==> src/rtl/alu_pkg.sv <==
// rtl/alu_pkg.sv - shared op codes, FSM states and width default for the execute ALU
package alu_pkg;

  localparam int WIDTH_DEF = 32;

  localparam logic [3:0] OP_AND   = 4'b0000;
  localparam logic [3:0] OP_OR    = 4'b0001;
  localparam logic [3:0] OP_ADD   = 4'b0010;
  localparam logic [3:0] OP_SUB   = 4'b0110;
  localparam logic [3:0] OP_SLT   = 4'b0111;
  localparam logic [3:0] OP_NOR   = 4'b1100;
  localparam logic [3:0] OP_MULTU = 4'b1000;
  localparam logic [3:0] OP_DIVU  = 4'b1001;
  localparam logic [3:0] OP_MFHI  = 4'b1010;
  localparam logic [3:0] OP_MFLO  = 4'b1011;

  typedef enum logic [1:0] {
    ST_IDLE = 2'd0,
    ST_MUL  = 2'd1,
    ST_DIV  = 2'd2
  } alu_state_t;

endpackage

==> src/rtl/alu_exec_unit_mul_div_core.sv <==
// rtl/alu_exec_unit_mul_div_core.sv - one-bit-per-cycle shift-add multiplier / restoring divider
module mul_div_core
  import alu_pkg::*;
#(
  parameter int WIDTH = WIDTH_DEF,
  parameter int ITER  = WIDTH
) (
  input  logic               clk,
  input  logic               rst,
  input  logic               start,
  input  logic               mode,
  input  logic               abort,
  input  logic [WIDTH-1:0]   a,
  input  logic [WIDTH-1:0]   b,
  output logic               done,
  output logic [2*WIDTH-1:0] out
);

  localparam int CW = (ITER > 1) ? $clog2(ITER) : 1;
  localparam logic [CW-1:0] LAST = CW'(ITER - 1);

  // acc_hi/acc_lo hold {partial product, multiplier} or {remainder, dividend/quotient}
  logic             active;
  logic             mode_q;
  logic [CW-1:0]    count;
  logic [WIDTH-1:0] acc_hi;
  logic [WIDTH-1:0] acc_lo;
  logic [WIDTH-1:0] opnd;

  logic [WIDTH:0]   mul_sum;
  logic [WIDTH:0]   div_shift;
  logic [WIDTH:0]   div_diff;
  logic [WIDTH-1:0] nxt_hi;
  logic [WIDTH-1:0] nxt_lo;

  // Next accumulator value for one iteration; on the last iteration this is the final answer
  always_comb begin
    mul_sum   = {1'b0, acc_hi} + (acc_lo[0] ? {1'b0, opnd} : '0);
    div_shift = {acc_hi, acc_lo[WIDTH-1]};
    div_diff  = div_shift - {1'b0, opnd};
    nxt_hi    = '0;
    nxt_lo    = '0;
    if (mode_q) begin
      // top bit of the difference is a borrow: restore when the trial subtract went negative
      if (!div_diff[WIDTH]) begin
        nxt_hi = div_diff[WIDTH-1:0];
        nxt_lo = {acc_lo[WIDTH-2:0], 1'b1};
      end else begin
        nxt_hi = div_shift[WIDTH-1:0];
        nxt_lo = {acc_lo[WIDTH-2:0], 1'b0};
      end
    end else begin
      nxt_hi = mul_sum[WIDTH:1];
      nxt_lo = {mul_sum[0], acc_lo[WIDTH-1:1]};
    end
  end

  assign done = active && (count == LAST);
  assign out  = {nxt_hi, nxt_lo};

  // Load operands on start, iterate while active, stop on abort or after the last bit
  always_ff @(posedge clk) begin
    if (rst) begin
      active <= 1'b0;
      mode_q <= 1'b0;
      count  <= '0;
      acc_hi <= '0;
      acc_lo <= '0;
      opnd   <= '0;
    end else if (start) begin
      active <= 1'b1;
      mode_q <= mode;
      count  <= '0;
      acc_hi <= '0;
      acc_lo <= a;
      opnd   <= b;
    end else if (abort || done) begin
      active <= 1'b0;
      count  <= '0;
    end else if (active) begin
      acc_hi <= nxt_hi;
      acc_lo <= nxt_lo;
      count  <= count + CW'(1);
    end
  end

endmodule

==> src/rtl/alu_exec_unit.sv <==
// rtl/alu_exec_unit.sv - execute-stage ALU with iterative MULTU/DIVU into HI/LO
module alu_exec_unit
  import alu_pkg::*;
#(
  parameter int WIDTH = WIDTH_DEF,
  parameter int ITER  = WIDTH
) (
  input  logic             clk,
  input  logic             rst,
  input  logic             op_valid,
  input  logic [3:0]       operation,
  input  logic [WIDTH-1:0] a,
  input  logic [WIDTH-1:0] b,
  input  logic             flush,
  output logic [WIDTH-1:0] result,
  output logic             zero,
  output logic             result_valid,
  output logic             busy,
  output logic             stall,
  output logic [WIDTH-1:0] hi,
  output logic [WIDTH-1:0] lo
);

  alu_state_t         state;
  logic               is_mul;
  logic               is_div;
  logic               accept;
  logic               core_start;
  logic               core_done;
  logic [2*WIDTH-1:0] core_out;
  logic [WIDTH-1:0]   alu_out;
  logic               slt;

  assign is_mul     = (operation == OP_MULTU);
  assign is_div     = (operation == OP_DIVU);
  assign busy       = (state != ST_IDLE);
  assign accept     = op_valid && (state == ST_IDLE);
  assign stall      = busy || (op_valid && (is_mul || is_div));
  // divide by zero is answered directly and never starts the iterative core
  assign core_start = accept && (is_mul || (is_div && (b != '0)));
  assign zero       = (result == '0);
  assign slt        = ($signed(a) < $signed(b));

  // Single-cycle result selection; unknown codes produce zero
  always_comb begin
    alu_out = '0;
    case (operation)
      OP_AND:  alu_out = a & b;
      OP_OR:   alu_out = a | b;
      OP_ADD:  alu_out = a + b;
      OP_SUB:  alu_out = a - b;
      OP_SLT:  alu_out = {{(WIDTH-1){1'b0}}, slt};
      OP_NOR:  alu_out = ~(a | b);
      OP_MFHI: alu_out = hi;
      OP_MFLO: alu_out = lo;
      default: alu_out = '0;
    endcase
  end

  mul_div_core #(
    .WIDTH (WIDTH),
    .ITER  (ITER)
  ) u_core (
    .clk   (clk),
    .rst   (rst),
    .start (core_start),
    .mode  (is_div),
    .abort (flush),
    .a     (a),
    .b     (b),
    .done  (core_done),
    .out   (core_out)
  );

  // Control FSM plus result and HI/LO registers; flush abandons an iterative op without writeback
  always_ff @(posedge clk) begin
    if (rst) begin
      state        <= ST_IDLE;
      result       <= '0;
      result_valid <= 1'b0;
      hi           <= '0;
      lo           <= '0;
    end else begin
      result_valid <= 1'b0;
      case (state)
        ST_IDLE: begin
          if (op_valid) begin
            if (is_mul) begin
              state <= ST_MUL;
            end else if (is_div) begin
              if (b == '0) begin
                hi           <= a;
                lo           <= '1;
                result       <= '1;
                result_valid <= 1'b1;
              end else begin
                state <= ST_DIV;
              end
            end else begin
              result       <= alu_out;
              result_valid <= 1'b1;
            end
          end
        end
        ST_MUL, ST_DIV: begin
          if (flush) begin
            state <= ST_IDLE;
          end else if (core_done) begin
            hi           <= core_out[2*WIDTH-1:WIDTH];
            lo           <= core_out[WIDTH-1:0];
            result       <= core_out[WIDTH-1:0];
            result_valid <= 1'b1;
            state        <= ST_IDLE;
          end
        end
        default: state <= ST_IDLE;
      endcase
    end
  end

endmodule

==> config.mk <==
export PLATFORM = sky130hd
export DESIGN_NAME = alu_exec_unit
export DESIGN_NICKNAME = d
export VERILOG_FILES = /design/src/rtl/alu_pkg.sv /design/src/rtl/alu_exec_unit_mul_div_core.sv /design/src/rtl/alu_exec_unit.sv
export SDC_FILE = /design/constraint.sdc
export NUM_CORES = 1
export LEC_CHECK = 0
export CORE_ASPECT_RATIO = 0.9
export CORE_MARGIN = 2
export CORE_UTILIZATION = 59
export CTS_CLUSTER_SIZE = 20
export DETAILED_ROUTE_END_ITERATION = 7
export DONT_BUFFER_PORTS = 1
export PLACE_DENSITY = 0.83
export RECOVER_POWER = 25
export SYNTH_ARGS = -nofsm -noshare
export SYNTH_HDL_FRONTEND = slang
export SYNTH_SLANG_ARGS = --single-unit
==> constraint.sdc <==
create_clock -name clk -period 6.03 [get_ports clk]
set_clock_uncertainty 0.15 [all_clocks]
set_input_delay 0.603 -clock clk [delete_from_list [all_inputs] [get_ports clk]]
set_output_delay 0.603 -clock clk [all_outputs]
set_load 0.005 [all_outputs]
==> key figures <==
Run status
  • Status: finished, final reports clean

Timing
  • Final slew viol count: 0
  • RSZ-0062 raised after global routing: no
  • Worst hold slack: 0.02538 ns
  • Slew headroom: 21.21%
  • Min Tclk post-route: 4.778 ns
  • Final setup fails: 0
  • Setup_tns: 0 ns
  • Final period utilization: 79.24%
  • Tightest Pin Transition: 1.180 ns
  • Hold Vio Cnt, Final: 0
  • Fmax: 0.2093 GHz

Logic synthesis
  • Count of flip-flops with a built-in enable after synthesis: 0
  • Post-Synth Adder-Cell Area: 12.97%
  • Syn avg cell area: 7.408 um2
  • Synthesis warning total: 0
  • Post-synth ARST share: 0%
  • Mux share of post-synthesis cell area: 3.535%
  • Synth Area in Compound Gates: 29.73%
  • Synthesized flop and latch total: 202
  • Cell taking the most area after synthesis: dfxtp_1
  • Simple-gate share of the synthesized area: 19.99%
  • Mapped Nets: 2627
  • Seq/Total Area, Yosys: 22.99%
  • Area of the mapped netlist: 0.01759 mm2
  • Main combinational cell family by area after synthesis: compound AO/OA/AOI/OAI gates
  • Post-Syn Instances: 2375
  • Synth unique cells: 85
  • Post-Synth XOR/XNOR Area: 4.040%
  • Primary FF master, synth: dfxtp_1
  • Synth top area share: 22.99%
  • Largest cells by area after synthesis: dfxtp_1, ha_1, a21oi_1

Floorplanning
  • Die Ht: 167.8 um
  • Core area: 0.02916 mm2
  • Initial Util: 60.33%
  • Top Ports: 172
  • DIE WIDTH: 186.0 um
  • Die area: 0.03122 mm2
  • Core Rows: 59

Final layout
  • Most common cell after layout, fill and taps aside: nand2_1
  • Most frequent cells in the layout: nand2_1, a21oi_1, nor2_1
  • FF/Latch Area: 0.004048 mm2
  • Final net count: 2513
  • Layout cells sized above 1: 4.438%
  • Cell area after layout: 0.01841 mm2
  • Fillers: 2628
  • Multi-input logic area: 0.01242 mm2
  • Area grow syn2layout: 4.616%
  • Core Util, Final: 63.12%
  • Antenna Diode Count: 0

Routing
  • Vias: 18480
  • Drt pass-1 iters: 6
  • Post-route ant nets: 0
  • DRT iter0 DRCs: 2318
  • Vias/cell: 6.916
  • WL final: 66010 um
  • Number of remaining DRC errors: 0
  • Wirelength per Cell: 24.70 um

Clock network
  • Root Buffer: clkbuf_16
  • Max clock buf depth: 3
  • TritonCTS clock tree: yes
  • Reg clk slew, reported paths: 0.07 ns
  • Postcts setup bufs: 0
  • H-Tree Depth: 1
  • Clock Latency Late Sink: 0.56 ns
  • CTS buffer count: 23
  • # clock sinks: 202

Global route
  • Global-route wire length before repair: 99540 um
  • Initial antenna violation count: 2
  • Largest net degree at the start of global routing: 143
  • Total GRT Usage: 40.81%
  • Total gr overflow: 0
  • Number of global-route vias before repair: 17160

Critical path
  • CP arrival: 5.06 ns
  • Crit path capture type: register
  • Crit path kind: reg -> reg
  • Crit-path max FO: 28
  • Worst EP required: 6.31 ns
  • Worst Setup Start Kind: register

Power
  • VDD IR max: 0.0002357 V
  • Leak Pwr: 7.254 nW
  • Power per cell area: 211.3 mW/mm2

Placement
  • GP Congestion: 0.9935
  • Post-DP Area: 0.01764 mm2
  • I/O Buffers: 0
  • Post-DP HPWL: 46470 um

Flow run
  • Max-Cap Viols: 0

Worst hold path
  • Hold crit path type: in -> reg
[state kept, by name, indices dropped and copies added, names as in the netlist]
name           cells
lo                32
u_core.acc_hi     32
result_valid       1
result            32
u_core.active      1
u_core.mode_q      1
u_core.count       5
u_core.acc_lo     32
hi                32
u_core.opnd       32
state              2
[Yosys cell counts (27+ instances only)]
| library cell | n |
|---|---|
| a21o_1 | 42 |
| a221oi_1 | 30 |
| o21ai_0 | 126 |
| a211oi_1 | 35 |
| nand2_1 | 272 |
| mux2i_1 | 52 |
| o211ai_1 | 45 |
| a31oi_1 | 27 |
| clkbuf_1 | 127 |
| xnor2_1 | 60 |
| a22oi_1 | 32 |
| inv_1 | 142 |
| nand3_1 | 56 |
| nor3_1 | 30 |
| a21oi_1 | 257 |
| nor4_1 | 45 |
| and2_1 | 44 |
| dfxtp_1 | 202 |
| nor2_1 | 209 |
| ha_1 | 176 |
[area by class of cell]
class | instances | share of cell area (%)
multi-input cells | 1870 | 67.46
flip-flops and latches | 202 | 21.99
clock buffers | 32 | 3.644
inverters | 144 | 2.937
well taps | 396 | 2.692
repair buffers | 20 | 0.8973
clock inverters | 8 | 0.3739
[logic make-up (layout without fill, tap and decap cells)]
| group | count (synthesis) | count (layout) |
|---|---|---|
| AOI/OAI and AO/OA | 785 | 785 |
| and+or+nand+nor | 765 | 765 |
| buffers and inverters | 303 | 204 |
| DFF | 202 | 202 |
| adders and majority gates | 180 | 180 |
| xor gates and xnor gates | 79 | 79 |
| muxes | 61 | 61 |
[final timing paths]
check                    startpoint         endpoint  slack [ns]  cells past startpoint
setup / recovery  u_core.acc_lo[31]           hi[13]        1.25                     15
hold / removal                b[15]  u_core.opnd[15]        0.03                      2
setup reg to reg  u_core.acc_lo[31]           hi[13]        1.25                     15
hold reg to reg     u_core.opnd[19]  u_core.opnd[19]        0.32                      2
[per-layer routing]
metal	GRT usage, %	up-vias	wire length, um
met4	22.05	0	4214
li1	-	8369	-
met3	11.14	255	8245
met2	61.47	1204	27600
met5	0	-	0
met1	52.88	8651	25940
[critical path: stages (launching register included)]
cell and delay (ns):
dfxtp_1 0.38, inv_1 0.06, ha_1 0.21, fa_1 0.41, nand2b_1 0.20, a21oi_1 0.29, o21ai_0 0.24, o21ai_0 0.42
o21ai_2 0.17, xnor2_4 0.73, buf_4 0.44, mux2i_1 0.23, nor2_1 0.05, a31oi_1 0.20, nor2_1 0.07, a311o_1 0.35
[timing repair]
action,4_1_cts,5_1_grt
hold buffers,2,0
endpoints found under the hold margin,29,0
gates resized for setup,0,0
[power by group]
group	switching [W]	total, W	internal [W]
clock	0.000620	0.00144	0.000816
sequential	0.0000756	0.00146	0.00138
combinational	0.000618	0.000992	0.000374
[metrics by stage]
step / std cells / power (W) / worst slack [ns]
2_1_floorplan: 2375 / 0.002209 / 2.312
3_3_place_gp: 2630 / 0.002413 / 1.439
3_5_place_dp: 2630 / 0.002427 / 1.394
4_1_cts: 2672 / 0.003847 / 1.317
5_1_grt: 2672 / 0.004018 / 0.9215
6_report: 2672 / 0.003889 / 1.252
No activity file was read; power rests on OpenSTA's default activity.
